### config.mk
export PLATFORM = sky130hd
export DESIGN_NAME = lap_monitor
export DESIGN_NICKNAME = d
export VERILOG_FILES = /design/src/rtl/lap_monitor_pkg.sv /design/src/rtl/lap_monitor_sat_counter.sv /design/src/rtl/lap_monitor.sv
export SDC_FILE = /design/constraint.sdc
export NUM_CORES = 1
export LEC_CHECK = 0
export CAP_MARGIN = 20
export CORE_MARGIN = 4
export CORE_UTILIZATION = 53
export DETAILED_ROUTE_END_ITERATION = 10
export GPL_TIMING_DRIVEN = 0
export PLACE_DENSITY = 0.76
export SLEW_MARGIN = 20
export SYNTH_ARGS = -nofsm -noshare
export SYNTH_HDL_FRONTEND = slang
export SYNTH_SLANG_ARGS = --single-unit
### constraint.sdc
create_clock -name clk -period 3.9 [get_ports clk]
set_input_delay 0.585 -clock clk [delete_from_list [all_inputs] [get_ports clk]]
set_output_delay 0.585 -clock clk [all_outputs]
set_load 0.02 [all_outputs]
### src/rtl/lap_monitor_pkg.sv
// lap_monitor_pkg
//   Shared definitions for the lap monitor: default widths and the FSM
//   state type with its fixed encodings (encoding 3 is unused and is
//   treated as IDLE by the monitor).
package lap_monitor_pkg;

    localparam int W_DEF  = 10;
    localparam int LW_DEF = 16;

    typedef enum logic [1:0] {
        IDLE  = 2'd0,
        RUN   = 2'd1,
        ERROR = 2'd2
    } state_t;

    localparam logic [1:0] STATE_UNUSED = 2'd3;

endpackage

### src/rtl/lap_monitor_sat_counter.sv
// sat_counter
//   Saturating up-counter used for the completed-lap count. Holds at
//   all-ones instead of wrapping.
//   Ports:
//     clk   - rising-edge clock
//     rst   - asynchronous active-low reset, clears count
//     clr   - synchronous clear, takes priority over inc
//     inc   - increment request for this edge
//     count - current count value
module sat_counter #(
    parameter int LW = 16
) (
    input  logic          clk,
    input  logic          rst,
    input  logic          clr,
    input  logic          inc,
    output logic [LW-1:0] count
);

    always_ff @(posedge clk or negedge rst) begin
        if (!rst) begin
            count <= '0;
        end else if (clr) begin
            count <= '0;
        end else if (inc && (count != {LW{1'b1}})) begin
            count <= count + LW'(1);
        end
    end

endmodule

### src/rtl/lap_monitor.sv
// lap_monitor
//   Watches an upstream wrap counter (counts 1..n, advanced by step) and
//   reports completed laps plus sticky error flags. The count sampled on an
//   edge is checked against what the previous edge predicts, so every flag
//   and the lap pulse are registered on the very edge that samples the
//   offending or completing value.
//   Ports:
//     clk       - rising-edge clock
//     rst       - asynchronous active-low reset
//     step      - upstream advance enable, sampled with c
//     c         - upstream count value
//     n         - upstream wrap bound
//     clr       - synchronous clear of counters, flags and state
//     lap_done  - one-cycle pulse per completed lap
//     lap_count - completed laps, saturating
//     err_bound - sticky, c exceeded n
//     err_seq   - sticky, illegal count transition or n change
//     bad_c     - c captured on the edge that entered ERROR
//     state     - FSM state encoding (IDLE=0, RUN=1, ERROR=2)
module lap_monitor
    import lap_monitor_pkg::*;
#(
    parameter int W  = W_DEF,
    parameter int LW = LW_DEF
) (
    input  logic          clk,
    input  logic          rst,
    input  logic          step,
    input  logic [W-1:0]  c,
    input  logic [W-1:0]  n,
    input  logic          clr,
    output logic          lap_done,
    output logic [LW-1:0] lap_count,
    output logic          err_bound,
    output logic          err_seq,
    output logic [W-1:0]  bad_c,
    output logic [1:0]    state
);

    state_t         state_q;
    state_t         state_d;
    state_t         st_eff;
    logic [W-1:0]   prev_c;
    logic [W-1:0]   prev_n;
    logic           prev_step;
    logic           prev_valid;
    logic [W-1:0]   exp_c;
    logic           seq_err;
    logic           bound_err;
    logic           any_err;
    logic           lap_hit;

    assign state = state_q;

    always_comb begin
        // The unused encoding behaves exactly like IDLE.
        st_eff = IDLE;
        if (state_q == RUN || state_q == ERROR) begin
            st_eff = state_q;
        end

        // Value the upstream counter must present on this edge.
        exp_c = prev_c;
        if (prev_step) begin
            exp_c = (prev_c == prev_n) ? W'(1) : prev_c + W'(1);
        end

        seq_err   = prev_valid && (st_eff == RUN) &&
                    ((c != exp_c) || (n != prev_n));
        bound_err = (st_eff != ERROR) && (c > n);
        any_err   = seq_err || bound_err;

        // An error on the same edge suppresses the lap.
        lap_hit   = (st_eff == RUN) && prev_step && (prev_c == prev_n) &&
                    (c == W'(1)) && !any_err;

        state_d = st_eff;
        case (st_eff)
            IDLE: begin
                if (any_err) begin
                    state_d = ERROR;
                end else if (step) begin
                    state_d = RUN;
                end
            end
            RUN: begin
                if (any_err) begin
                    state_d = ERROR;
                end
            end
            default: begin
                state_d = st_eff;
            end
        endcase
    end

    always_ff @(posedge clk or negedge rst) begin
        if (!rst) begin
            state_q    <= IDLE;
            prev_c     <= '0;
            prev_n     <= '0;
            prev_step  <= 1'b0;
            prev_valid <= 1'b0;
            lap_done   <= 1'b0;
            err_bound  <= 1'b0;
            err_seq    <= 1'b0;
            bad_c      <= '0;
        end else if (clr) begin
            // clr beats any error raised on the same edge.
            state_q    <= IDLE;
            prev_c     <= '0;
            prev_n     <= '0;
            prev_step  <= 1'b0;
            prev_valid <= 1'b0;
            lap_done   <= 1'b0;
            err_bound  <= 1'b0;
            err_seq    <= 1'b0;
            bad_c      <= '0;
        end else begin
            state_q    <= state_d;
            prev_c     <= c;
            prev_n     <= n;
            prev_step  <= step;
            prev_valid <= 1'b1;
            lap_done   <= lap_hit;
            err_bound  <= err_bound | bound_err;
            err_seq    <= err_seq | seq_err;
            // Capture only on the edge that enters ERROR.
            if (st_eff != ERROR && any_err) begin
                bad_c <= c;
            end
        end
    end

    sat_counter #(
        .LW (LW)
    ) u_lap_cnt (
        .clk   (clk),
        .rst   (rst),
        .clr   (clr),
        .inc   (lap_hit),
        .count (lap_count)
    );

endmodule
# Word level (Yosys, flattened, before mapping)

Cells that the tools add are included.

$add $sub $neg: 2
Magnitude comparators: 1
Equality and inequality tests: 9
Multiplexer cells: 19
Bitwise gates (word level): 2
Reductions and logical operators: 16

Operators with widths:

| operator                                        | count |
|---|---|
| two-way mux 10 bit                              | 6 |
| two-way mux 16 bit                              | 2 |
| inequality test 10 bit                          | 2 |
| adder 16 x 1 -> 16 bit (second input constant)  | 1 |
| inequality test 16 bit (second input constant)  | 1 |
| adder 10 x 1 -> 10 bit (second input constant)  | 1 |
| == test 10 x 1 -> 1 bit (second input constant) | 1 |
| == test 10 bit                                  | 1 |
| greater-than comparator 10 bit                  | 1 |
| two-way mux 2 bit                               | 5 |
| logical AND 1 bit                               | 9 |
| two-way mux 1 bit                               | 5 |
| == test 2 x 1 -> 1 bit (second input constant)  | 2 |
| case mux 2 bit (2 select lines)                 | 1 |
| nonzero test 2 bit                              | 2 |
| logical OR 1 bit                                | 3 |
| == test 2 bit (second input constant)           | 1 |
| logical NOT 2 bit                               | 1 |
| inequality test 2 bit (second input constant)   | 1 |
| bitwise OR 1 bit                                | 2 |
| logical NOT 1 bit                               | 1 |

Register bits after elaboration: 53
Bits of input ports: 24
Logic and storage cells: 59

# Depth between registers and ports, before layout

Depth in word-level cells: 12
Mapped depth: 12

# By module

Synthesis repeated with hierarchy kept, for this count alone.

Cells, all modules: 376
Area total of the unflattened synthesis: 3,440.8 µm²

Modules (own cells, without submodules):

| module      | instances | cells each | area each (µm²) |
|---|---|---|---|
| lap_monitor | 1         | 278        | 2,498.6 |
| sat_counter | 1         | 98         | 942.2 |

# Worst setup path after synthesis

No wires, ideal clock.

Path kind: input-to-reg
From: input n[4]
To: register u_lap_cnt.count[8]
Setup time: 0.078 ns
Data arrival time: 3.093 ns
Data required time: 3.822 ns
Slack: 0.729 ns
Cell stages on the path: 11
Path buffers: 1
Path through: inv_1 > ha_1 > and3_1 > a221o_1 > a221o_1 > a2111oi_0 > and2_1 > a31oi_1 > buf_2 > or4_1 > a21oi_1

Longest elaborated chain between the ends: 8
Elaborated cells between the ends (all ways): 10
Those cells by class: order compare (1); eq/ne (1); reduce/logical (8)

Ends and longest elaborated chain:

| element                                                                                | RTL line                      | source |
|---|---|---|
| from (decl)                                                                            | lap_monitor.sv:30             | `input logic [W-1:0] n,` |
| parallel branches: the longest is 3 deep, another holds greater-than comparator 10 bit | n/a                           |  |
| logical OR 1 bit (*)                                                                   | lap_monitor.sv:71             | `any_err = seq_err \|\| bound_err;` |
| logical NOT 1 bit (*)                                                                  | lap_monitor.sv:75             | `(c == W'(1)) && !any_err;` |
| logical AND 1 bit (*)                                                                  | lap_monitor.sv:75             |  |
| logical AND 1 bit (*)                                                                  | lap_monitor_sat_counter.sv:25 | `end else if (inc && (count != {LW{1'b1}})) begin` |
| nonzero test 2 bit (no source line) (*)                                                | n/a                           |  |
| to (signal assigned)                                                                   | lap_monitor_sat_counter.sv:26 | `count <= count + LW'(1);` |
| to (decl)                                                                              | lap_monitor_sat_counter.sv:17 | `output logic [LW-1:0] count` |

Mark *: on every way between the ends.
A chain may end at the register's enable or synchronous reset.

# Worst setup path after layout

From: input c[9]
To: register bad_c[2]

Longest elaborated chain between the ends: 6
Elaborated cells between the ends (all ways): 8
Those cells by class: order compare (1); eq/ne (1); reduce/logical (6)

Ends and longest elaborated chain:

| element                                                                                | RTL line           | source |
|---|---|---|
| from (decl)                                                                            | lap_monitor.sv:29  | `input logic [W-1:0] c,` |
| parallel branches: the longest is 3 deep, another holds greater-than comparator 10 bit | n/a                |  |
| logical OR 1 bit (*)                                                                   | lap_monitor.sv:71  |  |
| logical AND 1 bit (*)                                                                  | lap_monitor.sv:129 | `if (st_eff != ERROR && any_err) begin` |
| nonzero test 2 bit (no source line) (*)                                                | n/a                |  |
| to (signal assigned)                                                                   | lap_monitor.sv:107 | `bad_c <= '0;` |
| to (signal assigned)                                                                   | lap_monitor.sv:118 | `bad_c <= '0;` |
| to (signal assigned)                                                                   | lap_monitor.sv:130 | `bad_c <= c;` |
| to (decl)                                                                              | lap_monitor.sv:36  | `output logic [W-1:0] bad_c,` |

Marks and branches as above.

==> insert_results.sql <==
INSERT INTO impl_metrics (metric_group, metric, value, unit) VALUES
('clock_tree', 'post_cts_buffers', '0', ''),
('clock_tree', 'ctsHoldBuffers', '0', ''),
('setup_path', 'worstSetupStartpoint', 'c[9]', ''),
('setup_path', 'category_of_the_worst_setup_path_launch_point', 'primary input', ''),
('global_routing', 'overflow', '0', ''),
('synth', 'synth_enable_flop_cells', '0', ''),
('synth', 'synth_largest_area_cell', 'sky130_fd_sc_hd__dfrtp_1', ''),
('synth', 'synth-main-ff-cell', 'sky130_fd_sc_hd__dfrtp_1', ''),
('synth', 'main_area_contributors_after_synthesis', 'sky130_fd_sc_hd__dfrtp_1, sky130_fd_sc_hd__ha_1, sky130_fd_sc_hd__nor2b_1', ''),
('setup_path', 'path_class', 'primary input to flop', ''),
('synth', 'synth_warnings', '0', ''),
('setup_path', 'rrSetupSlack', '0.61', 'ns'),
('clock_tree', 'cts_inserted_buffers', '5', ''),
('status', 'outcome', 'finished, final reports clean', ''),
('routing', 'drc_errors', '0', ''),
('layout', 'final-instance-count-excl-fill', '479', ''),
('setup_path', 'critical_path.endpoint', 'bad_c[2]', ''),
('clock_tree', 'numClockSinks', '53', ''),
('clock_tree', 'cts_resized', '0', ''),
('pwr', 'pwr_density_cell', '356', 'mW/mm^2'),
('routing', 'routed_via_density', '5.98', ''),
('global_routing', 'grt_antenna_before_repair', '0', ''),
('pwr', 'static-leakage-power', '1.69', 'nW'),
('setup_path', 'critical_path.reg2reg.endpoint', 'bad_c[2]', ''),
('synth', 'async_flop_share', '1.00', ''),
('die', 'start_util', '0.545', ''),
('routing', 'routed_len_inst', '17.4', 'um'),
('sta', 'fin_setup_tns', '0', 'ns'),
('layout', 'end_of_flow_core_utilization', '0.668', ''),
('place', 'place.gp.congestion', '0.919', ''),
('run', 'max-cap-violations', '0', ''),
('global_routing', 'grt_start_max_net_pins', '54', ''),
('setup_path', 'cp_data_required_time', '4.10', 'ns'),
('layout', 'design_area', '0.00396', 'sq mm'),
('routing', 'detail_route.first_pass.iterations', '5', ''),
('place', 'dp_hpwl', '6220', 'um'),
('routing', 'detailedRoute.firstIterationViolations', '212', ''),
('sta', 'timing.max_slew.rel_slack', '0.553', ''),
('place', 'count_of_buffers_from_port_buffering', '54', ''),
('synth', 'post_synthesis_cells', '343', ''),
('synth', 'synth-seq-cells', '53', ''),
('clock_tree', 'clk_lat_worst_skew', '0.31', 'ns'),
('die', 'die-width', '86.0', 'um'),
('setup_path', 'ff2ff_path_depth', '10', ''),
('die', 'die_height', '86.0', 'um'),
('sta', 'worst-slew-pin-transition', '0.670', 'ns'),
('sta', 'timing_hold_violations_final', '0', ''),
('setup_path', 'crit_path_end_kind', 'flop', ''),
('setup_path', 'critical_path_arrival', '3.92', 'ns'),
('clock_tree', 'cts_tree', 'built', ''),
('layout', 'num-nets-final', '444', ''),
('synth', 'mappedNetlistArea', '0.00323', 'sq mm'),
('die', 'die-area', '0.00740', 'sq mm'),
('sta', 'setup_viol_count_final', '0', ''),
('layout', 'share_of_final_layout_standard_cells_stronger_than_drive_strength_1', '0.0743', ''),
('layout', 'antennaDiodeCount', '0', ''),
('place', 'number_of_instances_in_the_placed_design', '472', ''),
('place', 'dpl_cell_area', '0.00386', 'sq mm'),
('clock_tree', 'cts.root.buffer_cell', 'sky130_fd_sc_hd__clkbuf_8', ''),
('synth', 'synth_top_cell_area_share', '0.411', ''),
('sta', 'fin_worst_skew', '0.00689', 'ns'),
('synth', 'postSynthAreaPerCell', '9.41', 'sq um'),
('die', 'ios', '55', ''),
('synth', 'ys_types', '47', ''),
('layout', 'most-common-layout-cells', 'sky130_fd_sc_hd__dfrtp_1, sky130_fd_sc_hd__clkdlybuf4s50_1, sky130_fd_sc_hd__nor2_1', ''),
('layout', 'area_growth', '22.6', '%'),
('sta', 'period_needed', '3.72', 'ns'),
('pwr', 'power.ir.vdd_worst', '0.297', 'mV'),
('setup_path', 'critPathMaxFanout', '10', ''),
('clock_tree', 'clock_pin_slew_reported_for_the_worst_setup_and_hold_paths_after_clock_tree_synthesis', '0.09', 'ns'),
('synth', 'post_synthesis_sequential_area_ratio', '0.411', '');
==> worst min-delay path by stage <==
stage                         start        end  slack [ns]  cells after the start
final                           rst  prev_step        0.29                      1
after global routing            rst   state[0]        0.34                      1
after CTS                       rst   state[0]        0.33                      1
after detailed placement  err_bound  err_bound        0.50                      1
after global placement    err_bound  err_bound        0.49                      1
after floorplan                 rst   bad_c[0]        0.29                      0
==> layout make-up <==
class | count | area (sq um)
fillers | 495 | 1960
multi-input cells | 257 | 1780
flip-flops and latches | 53 | 1330
repair buffers | 54 | 538
well taps | 75 | 93.8
clock buffers | 6 | 82.6
inverters | 20 | 75.1
plain buffers | 13 | 58.8
clock inverters | 1 | 7.51
==> synthesized netlist by cell type (all sizes together), types with 2 or more instances <==
| master | n |
|---|---|
| a2111oi | 2 |
| a211oi | 5 |
| a21o | 4 |
| a21oi | 22 |
| a221o | 3 |
| a31oi | 4 |
| and2 | 2 |
| and3 | 8 |
| buf | 6 |
| clkbuf | 7 |
| dfrtp | 53 |
| ha | 16 |
| inv | 20 |
| mux2 | 10 |
| mux2i | 2 |
| nand2 | 18 |
| nand2b | 2 |
| nand3 | 11 |
| nand4 | 9 |
| nor2 | 24 |
| nor2b | 23 |
| nor3 | 6 |
| nor4 | 3 |
| nor4b | 2 |
| o2111ai | 2 |
| o211ai | 2 |
| o21a | 4 |
| o21ai | 13 |
| o31ai | 5 |
| or3 | 11 |
| or4 | 7 |
| xnor2 | 13 |
| xor2 | 15 |
==> flip-flops by register name (all words and copies together) (netlist names) <==
| register | count |
|---|---|
| u_lap_cnt.count | 16 |
| bad_c | 10 |
| prev_c | 10 |
| prev_n | 10 |
| state | 2 |
| err_bound | 1 |
| err_seq | 1 |
| lap_done | 1 |
| prev_step | 1 |
| prev_valid | 1 |
==> kinds of logic (layout without fill, tap and decap cells) <==
group	after synthesis	after routing	share of synthesized area
buf+inv	33	94	0.0411
mux	12	12	0.0411
fa+ha+maj	16	16	0.0620
flops	53	53	0.411
simple gates	130	130	0.225
xor+xnor	28	28	0.0760
compound gates	71	71	0.144
==> report_power, final <==
part | switching (mW) | leakage, nW | total [mW] | internal, mW
combinational | 0.240 | 0.937 | 0.452 | 0.212
sequential | 0.0370 | 0.708 | 0.635 | 0.598
clock | 0.180 | 0.0433 | 0.321 | 0.141
total | 0.457 | 1.69 | 1.41 | 0.951
==> routing by layer <==
| layer | global-route usage | part of all wire | routed length (um) | vias up |
|---|---|---|---|---|
| met4 | 0.0662 | 0.011 | 96 | 0 |
| li1 | - | - | - | 1351 |
| met3 | 0.0403 | 0.042 | 354 | 9 |
| met5 | 0 | 0 | 0 | - |
| met1 | 0.352 | 0.48 | 4000 | 1419 |
| met2 | 0.374 | 0.47 | 3910 | 85 |
==> stage by stage <==
step	hold slack [ns]	worst slack (ns)	power [mW]
after CTS	0.327	0.135	1.41
after global placement	0.490	-0.208	1.09
after floorplan	0.289	0.729	0.907
final	0.294	0.179	1.41
after global routing	0.340	-0.00843	1.49
after detailed placement	0.496	-0.178	1.09
==> critical path, cell delays in order <==
cell and delay (ns):
sky130_fd_sc_hd__clkdlybuf4s50_1 0.64, sky130_fd_sc_hd__ha_1 0.31, sky130_fd_sc_hd__and4_1 0.24, sky130_fd_sc_hd__and3_1 0.21, sky130_fd_sc_hd__a31oi_1 0.29, sky130_fd_sc_hd__nand2_1 0.13
sky130_fd_sc_hd__inv_1 0.14, sky130_fd_sc_hd__a211oi_1 0.08, sky130_fd_sc_hd__a211oi_1 0.53, sky130_fd_sc_hd__buf_2 0.38, sky130_fd_sc_hd__mux2_2 0.37
Power figures use the tool's default switching activity.
